<file path="src/rtl/uart_pkg.sv">
// Shared UART definitions: arbiter FSM state and the default byte and stall-counter widths.
package uart_pkg;

  typedef enum logic {
    IDLE  = 1'b0,
    GRANT = 1'b1
  } arb_state_e;

  localparam int unsigned N_DATA_BITS = 8;
  localparam int unsigned N_TIMEOUT   = 10;

endpackage

</file>
<file path="src/rtl/uart_rr_picker.sv">
// Combinational round-robin picker: the first set req bit at or after ptr, wrapping modulo n_req.
module uart_rr_picker #(
  parameter int unsigned n_req = 4,
  localparam int unsigned PtrW = (n_req > 1) ? $clog2(n_req) : 1
) (
  input  logic [n_req-1:0] req,
  input  logic [PtrW-1:0]  ptr,
  output logic             found,
  output logic [PtrW-1:0]  idx
);

  logic [PtrW-1:0] cand;

  // Scan from farthest to nearest so the candidate closest to ptr wins.
  always_comb begin
    found = |req;
    idx   = '0;
    cand  = '0;
    for (int i = int'(n_req) - 1; i >= 0; i--) begin
      cand = PtrW'((int'(ptr) + i) % int'(n_req));
      if (req[cand]) idx = cand;
    end
  end

endmodule

</file>
<file path="src/rtl/uart_tx_arbiter.sv">
// Frame-level round-robin arbiter for the shared UART TX FIFO write port.
// Optional requester-stall timeout is enabled with `define UART_ARB_TIMEOUT_EN.
module uart_tx_arbiter
  import uart_pkg::*;
#(
  parameter int unsigned n_req       = 4,
  parameter int unsigned n_data_bits = N_DATA_BITS,
  parameter int unsigned n_timeout   = N_TIMEOUT
) (
  input  logic                         clk,
  input  logic                         reset,
  input  logic [n_req-1:0]             req,
  input  logic [n_req-1:0]             req_valid,
  input  logic [n_req*n_data_bits-1:0] req_data,
  input  logic [n_req-1:0]             req_last,
  output logic [n_req-1:0]             req_ready,
  output logic [n_req-1:0]             grant,
  output logic                         wr_uart,
  output logic [n_data_bits-1:0]       w_data,
  input  logic                         tx_full,
  output logic                         busy,
  output logic                         timeout_err
);

  localparam int unsigned PtrW = $clog2(n_req);
  localparam int unsigned DW   = n_data_bits;

  if (n_req < 2 || n_req > 8 || DW < 1 || n_timeout < 2) begin : g_bad_cfg
    $error("uart_tx_arbiter: unsupported parameter set");
  end

  arb_state_e      state_q, state_d;
  logic [PtrW-1:0] owner_q, owner_d;
  logic [PtrW-1:0] ptr_q, ptr_d;
  logic [PtrW-1:0] ptr_next;
  logic [PtrW-1:0] pick_idx;
  logic            pick_found;
  logic            active;
  logic            own_req, own_valid, own_last;
  logic            xfer;
  logic            revoke;
  logic [DW-1:0]   data_arr [n_req];
  logic [DW-1:0]   own_data;

  for (genvar g = 0; g < n_req; g++) begin : g_unpack
    assign data_arr[g] = req_data[g*DW +: DW];
  end

  uart_rr_picker #(.n_req(n_req)) u_picker (
    .req   (req),
    .ptr   (ptr_q),
    .found (pick_found),
    .idx   (pick_idx)
  );

  // Reset also masks the datapath so a frame cut by reset never reaches the FIFO.
  assign active    = (state_q == GRANT) & ~reset;
  assign own_req   = req[owner_q];
  assign own_valid = req_valid[owner_q];
  assign own_last  = req_last[owner_q];
  assign own_data  = data_arr[owner_q];
  assign xfer      = active & own_req & own_valid & ~tx_full;
  assign ptr_next  = (owner_q == PtrW'(n_req - 1)) ? '0 : owner_q + PtrW'(1);

  assign busy      = active;
  assign grant     = active ? (n_req'(1) << owner_q) : '0;
  assign req_ready = (active & own_req & ~tx_full) ? grant : '0;
  assign wr_uart   = xfer;
  assign w_data    = xfer ? own_data : '0;

`ifdef UART_ARB_TIMEOUT_EN
  // Revoke on the stall that would bring the counter to its all-ones value.
  localparam logic [n_timeout-1:0] CntRevoke = {{(n_timeout-1){1'b1}}, 1'b0};

  logic [n_timeout-1:0] cnt_q, cnt_d;
  logic                 stall;

  assign stall       = active & own_req & ~own_valid & ~tx_full;
  assign revoke      = stall & (cnt_q == CntRevoke);
  assign timeout_err = revoke;

  always_comb begin
    cnt_d = cnt_q;
    if (!active || xfer || revoke) begin
      cnt_d = '0;
    end else if (stall) begin
      cnt_d = cnt_q + n_timeout'(1);
    end
  end

  always_ff @(posedge clk) begin
    if (reset) cnt_q <= '0;
    else       cnt_q <= cnt_d;
  end
`else
  assign revoke      = 1'b0;
  assign timeout_err = 1'b0;
`endif

  always_comb begin
    state_d = state_q;
    owner_d = owner_q;
    ptr_d   = ptr_q;
    case (state_q)
      IDLE: begin
        if (pick_found) begin
          state_d = GRANT;
          owner_d = pick_idx;
        end
      end
      GRANT: begin
        // Frame end, abort (req dropped) and timeout all release the grant alike.
        if (!own_req || (xfer && own_last) || revoke) begin
          state_d = IDLE;
          ptr_d   = ptr_next;
        end
      end
      default: state_d = IDLE;
    endcase
  end

  always_ff @(posedge clk) begin
    if (reset) begin
      state_q <= IDLE;
      owner_q <= '0;
      ptr_q   <= '0;
    end else begin
      state_q <= state_d;
      owner_q <= owner_d;
      ptr_q   <= ptr_d;
    end
  end

endmodule

</file>
<file path="config.mk">
export PLATFORM = sky130hd
export DESIGN_NAME = uart_tx_arbiter
export DESIGN_NICKNAME = d
export VERILOG_FILES = /design/src/rtl/uart_pkg.sv /design/src/rtl/uart_rr_picker.sv /design/src/rtl/uart_tx_arbiter.sv
export SDC_FILE = /design/constraint.sdc
export NUM_CORES = 1
export LEC_CHECK = 0
export BUFFER_PORTS_ARGS = -buffer_cell sky130_fd_sc_hd__buf_2
export CORE_MARGIN = 1
export CORE_UTILIZATION = 42
export CTS_CLUSTER_DIAMETER = 40
export DETAILED_ROUTE_END_ITERATION = 16
export GPL_ROUTABILITY_DRIVEN = 0
export GPL_TIMING_DRIVEN = 0
export PLACE_DENSITY = 0.93
export SYNTH_ARGS = -nofsm -noshare
export SYNTH_HDL_FRONTEND = slang
export SYNTH_SLANG_ARGS = --single-unit
</file>
<file path="constraint.sdc">
create_clock -name clk -period 4.6 [get_ports clk]
set_input_delay 1.38 -clock clk [delete_from_list [all_inputs] [get_ports clk]]
set_output_delay 1.38 -clock clk [all_outputs]
set_load 0.1 [all_outputs]
</file>
==> Word-level counts from Yosys, hierarchy flattened <==
Cells that the tools add are included.
{ "totals": {"register_bits": 5, "in_bits": 47, "out_inout_bits": 19, "word_cells": 58} }
{ "op_classes": {"addsub": 4, "order_cmp": 6, "eq_ne": 1, "n_shift": 1, "n_mux": 28, "n_bitwise": 9, "reduce_logical": 6} }
{ "ops": {"columns": ["cell", "n"], "rows": [
  ["8-bit 2-to-1 mux", 3],
  ["8-bit binary-select mux with 2-bit select", 1],
  ["2-bit by 3-bit less-than comparator with 1-bit output (second input constant)", 5],
  ["1-bit binary-select mux with 2-bit select", 7],
  ["2-bit 2-to-1 mux", 5],
  ["1-bit 2-to-1 mux", 9],
  ["4-bit 2-to-1 mux", 2],
  ["1-bit AND", 5],
  ["2-bit by 1-bit adder with 2-bit output (second input constant)", 2],
  ["2-bit adder (second input constant)", 2],
  ["2-bit AND reduction", 2],
  ["4-bit OR reduction", 1],
  ["1-bit by 2-bit << shifter with 4-bit output (first input constant)", 1],
  ["3-bit >= comparator (second input constant)", 1],
  ["1-bit NOT", 3],
  ["2-bit NOT with 3-bit output", 1],
  ["2-bit == test (second input constant)", 1],
  ["1-bit case mux with 2 select lines", 1],
  ["1-bit logical AND", 1],
  ["1-bit logical NOT", 1],
  ["1-bit logical OR", 1]
]} }

==> Depth between registers and ports, before layout <==
{ "logic_depth": {"depth_word": 9, "mapped_depth": 7, "mapped_depth_nobuf": 5} }

==> Cells and area by module <==
Synthesis repeated with hierarchy kept, for this count alone.
{ "unflattened": {"hier_cells": 93, "hier_area_um2": 844.6} }
{ "modules_own_cells": {"columns": ["mod", "n_inst", "cells_each", "area_per_inst_um2", "seq_area_each_um2"], "rows": [
  ["uart_tx_arbiter", 1, 80, 767.0, 100.1],
  ["uart_rr_picker", 1, 13, 77.6, 0.0]
]} }

==> Worst setup path after synthesis <==
Ideal clock, no wire load.
{ "synth_timing": {"path_kind": "input to output", "from": "in reset", "to": "out w_data[2]", "arrival_ns": 3.702, "required_time_ns": 3.220, "slack_ns": -0.482, "path_stages": 5, "n_path_buf": 2, "cell_sequence": "nor2b_1 clkbuf_1 and3b_1 buf_2 and3_1"} }
{ "synth_via": {"elab_chain_cells": 6} }
{ "synth_lines": {"columns": ["item", "line", "rtl"], "rows": [
  ["start: declaration", "uart_tx_arbiter.sv:11", "input logic reset,"],
  ["1-bit NOT", "uart_tx_arbiter.sv:57", "assign active = (state_q == GRANT) & ~reset;"],
  ["1-bit AND", "uart_tx_arbiter.sv:57", null],
  ["via busy", "uart_tx_arbiter.sv:21", "output logic busy,"],
  ["1-bit AND (3 in a row)", "uart_tx_arbiter.sv:62", "assign xfer = active & own_req & own_valid & ~tx_full;"],
  ["8-bit 2-to-1 mux", "uart_tx_arbiter.sv:69", "assign w_data = xfer ? own_data : '0;"],
  ["end: declaration", "uart_tx_arbiter.sv:19", "output logic [n_data_bits-1:0] w_data,"]
]} }
The timed path passes the listed nets, and every way through them passes these cells.

==> Final worst setup path <==
{ "layout_timing": {"from": "in req[3]", "to": "out w_data[5]"} }
{ "layout_via": {"elab_chain_cells": 6} }
{ "layout_lines": {"columns": ["item", "line", "rtl"], "rows": [
  ["start: declaration", "uart_tx_arbiter.sv:12", "input logic [n_req-1:0] req,"],
  ["1-bit binary-select mux with 2-bit select", "uart_tx_arbiter.sv:58", "assign own_req = req[owner_q];"],
  ["1-bit 2-to-1 mux (not written as such)", "uart_tx_arbiter.sv:58", null],
  ["1-bit AND (3 in a row)", "uart_tx_arbiter.sv:62", null],
  ["8-bit 2-to-1 mux", "uart_tx_arbiter.sv:69", null]
]} }
No other way between the ends. The select of a mux whose other input is x is not followed.

==> results.rst <==
.. list-table::
   :header-rows: 1

   * - Metric
     - Value
   * - Run status
     - finished clean
   * - Cells along the critical path
     - buf_2 -> mux4_2 -> and3b_1 -> buf_2 -> and3_1 -> buf_2
   * - Skew-Pair Late Insertion Delay
     - 240 ps
   * - Remaining antenna violation count after routing
     - 0
   * - Buffers inserted by post-CTS timing repair
     - 0
   * - Part of the power in registers
     - 22.7%
   * - Relative slew margins
     - 63.3%
   * - Register clock-pin slew on the reported worst setup and hold paths
     - 40 ps
   * - RSZ-0062 raised after global routing
     - no
   * - Comb power frac
     - 55.5%
   * - Switching Share
     - 41.6%
   * - Floorplan die area
     - 2110 µm²
   * - Power dissipated by switching net loads
     - 98.6 µW
   * - Resized Gates After CTS
     - 0
   * - Area of all placed cells without fillers
     - 1190 µm²
   * - Number of enable flip-flop cells after synthesis
     - 0
   * - Number of rows created at floorplan
     - 15
   * - Final Routed Wirelength
     - 2400 µm
   * - Number of hold-slack violations in the final timing report
     - 0
   * - Antenna cells
     - 0
   * - Worst setup SP type
     - input pin
   * - Proportion of register bits with asynchronous set or reset after synthesis
     - 0%
   * - Share of the cycle needed by the critical path after routing
     - 93.4%
   * - Largest net degree at the start of global routing
     - 11
   * - Detailed-routed wire length on met3
     - 206 µm
   * - Type of destination of the critical path
     - output port
   * - Crit Path Max Fanout
     - 10
   * - Path class of the lowest-slack min-delay path
     - register to register
   * - Area growth from synthesis to layout
     - 46.7%
   * - Total routed wire length on the met1 layer
     - 903 µm
   * - Average cell area after synthesis
     - 9.67 µm²
   * - Startpoint of the worst hold path
     - state_q$_SDFF_PP0_
   * - Clock period minus worst slack
     - 4300 ps
   * - Number of buffers created by CTS
     - 3
   * - Starting density of the core
     - 46.0%
   * - Share of synthesized area occupied by flip-flops and latches
     - 12.3%
   * - Share of cells above drive strength 1
     - 57.9%
   * - Routed wire length on met2
     - 1270 µm
   * - Start-to-end type of the worst setup path
     - input pin to output port
   * - Number of setup violations in the final report
     - 0
   * - Syn Std Cell Area
     - 812 µm²
   * - Data arrival, critical path
     - 2920 ps
   * - Slew Viols, Final
     - 0
   * - Leakage dissipation
     - 0.638 nW
   * - Die width
     - 46.0 µm
   * - Crit-path slowest cell
     - mux4_2
   * - Syn. warnings
     - 0
   * - Dpl cell area
     - 1160 µm²
   * - Total number of vias
     - 940
   * - Total of buffers placed on input and output ports
     - 64
   * - Wire length of the first global-routing pass
     - 3530 µm
   * - Top delay family on crit path
     - buffers and inverters
   * - First element of the critical path
     - req[3]
   * - Final-layout fill cell count
     - 163
   * - Maximum VDD drop
     - 0.119 mV
   * - Nets
     - 204
   * - Reg2Reg Setup Slack
     - 2710 ps
   * - Violation count after the first detailed-routing iteration
     - 3
   * - CTS tree
     - built
   * - Via count normalized by instance count
     - 5.31
   * - Setup Skew
     - 1.38 ps
   * - Startpoint of the worst register-to-register path
     - owner_q[1]$_SDFFE_PP0P_
   * - Number of nets in the synthesized netlist
     - 135
   * - Portion of total power attributed to the clock network
     - 21.8%
   * - Die Height
     - 46.0 µm
   * - I/O pin cnt
     - 66
   * - Global router's overall resource usage
     - 23.0%
   * - Antenna violations before repair
     - 0
   * - Crit path top cell by count
     - buf_2
   * - Combined buffer and inverter count along the critical path
     - 3
   * - Maximum clock path buffer count
     - 2
   * - Highest metal layer with signal wires
     - met4
   * - Area of the core
     - 1760 µm²
   * - DRC
     - 0
   * - FF+latch count, synth
     - 5
   * - Number of maximum-capacitance violations
     - 0
   * - Root Driver
     - clkbuf_4
   * - Pre-antenna DRT Iters
     - 4
   * - CTS Sinks
     - 5
   * - Fin Setup TNS
     - 0 ps
   * - Worst-margin pin slew
     - 545 ps
   * - Hpwl dp
     - 2020 µm
   * - Unique masters post-synth
     - 35
   * - Delay contributed by the slowest stage of the critical path
     - 540 ps
   * - Total grt overflow
     - 0
   * - Total power divided by cell area
     - 199 nW/µm²
   * - Number of cells produced by synthesis
     - 84
   * - Post-cts hold buffer count
     - 0
   * - Data required, critical path
     - 3220 ps
   * - Htree depth
     - 1
   * - Per-cell routed wire length
     - 13.5 µm
   * - Via count of the first global-routing pass
     - 918
   * - Internal power contribution
     - 138 µW
   * - Timing-limited maximum frequency
     - 0.233 GHz
   * - Prevailing post-synth register cell
     - dfxtp_1
## cell families (layout without fill, tap and decap cells)
kind of cell | after synthesis | in the layout | share of synthesized area, %
AOI/OAI and AO/OA | 15 | 15 | 13.6
adders and majority gates | 4 | 4 | 6.16
buffers and inverters | 12 | 80 | 7.40
DFF | 5 | 5 | 12.3
muxes | 12 | 12 | 32.8
other | 1 | 1 | 0.462
and+or+nand+nor | 35 | 35 | 27.3
## cell usage in the layout, fill, tap and decap left out, types with 2 or more instances in the layout
master / n
and3_1: 8
o21ai_0: 2
a21oi_1: 4
mux4_1: 2
nand2_1: 5
nor2_1: 4
mux4_2: 9
ha_1: 4
dfxtp_1: 5
clkbuf_4: 3
buf_2: 66
clkbuf_2: 2
clkbuf_1: 3
nand2b_1: 2
nor2b_1: 2
and2_1: 8
inv_1: 4
## cells in the mapped netlist, types with 2 or more instances
master | count | area, µm²
nand2b_1 | 2 | 12.5
and2_1 | 8 | 50.1
nand2_1 | 5 | 18.8
o21ai_0 | 2 | 10.0
nor2b_1 | 2 | 12.5
nor2_1 | 4 | 15.0
clkbuf_1 | 3 | 11.3
dfxtp_1 | 5 | 100
ha_1 | 4 | 50.1
inv_1 | 4 | 15.0
buf_2 | 2 | 10.0
and3_1 | 8 | 50.1
a21oi_1 | 4 | 20.0
mux4_2 | 9 | 203
mux4_1 | 2 | 52.6
## sequential cells by signal, summed over array words and instances (netlist names)
register	flops
ptr_q	2
state_q	1
owner_q	2
## worst register-to-register path, cell delays in order, from the launching register on
cell and delay, ps:
dfxtp_1 470, clkbuf_1 460, inv_1 140, ha_1 290, nand2_1 80, nor2_1 40, a211o_1 290
## metal layers
| layer | vias up | GRT usage [%] |
|---|---|---|
| met5 | - | 0 |
| met4 | 0 | 10.6 |
| met3 | 2 | 2.78 |
| met2 | 47 | 46.5 |
| met1 | 435 | 22.4 |
| li1 | 456 | - |
## power groups by stage
stage	logic (mW)	clock network [mW]	registers, mW
finish	0.131	0.0515	0.0538
CTS	0.132	0.0526	0.0538
global placement	0.127	0	0.0538
detailed placement	0.132	0	0.0545
global route	0.142	0.0572	0.0541
floorplan	0.0958	0	0.0526
## per-stage QoR
| step | setup slack (ps) | hold WS [ps] | util [%] | total power, mW | cells |
|---|---|---|---|---|---|
| floorplan | 25.3 | 570 | - | 0.148 | 84 |
| global placement | 323 | 609 | 66.0 | 0.181 | 173 |
| detailed placement | 311 | 614 | 66.0 | 0.186 | 173 |
| CTS | 304 | 619 | 67.5 | 0.238 | 177 |
| global route | 249 | 650 | 67.5 | 0.253 | 177 |
| finish | 304 | 618 | 67.5 | 0.237 | 177 |
## path summary, 6_finish.rpt
path | endpoint | cells after the start
hold / removal | state_q$_SDFF_PP0_ | 2
setup reg to reg | ptr_q[1]$_SDFFE_PP0P_ | 6
hold reg to reg | state_q$_SDFF_PP0_ | 2
setup / recovery | w_data[5] | 6
## final cells by class
type	count	area [µm²]	area share, %
plain buffers	8	46.3	3.89
flip-flops and latches	5	100	8.40
well taps	25	31.3	2.63
clock buffers	4	26.3	2.21
repair buffers	64	320	26.9
multi-input cells	67	652	54.7
inverters	4	15.0	1.26
(Power assumes the default switching activity.)
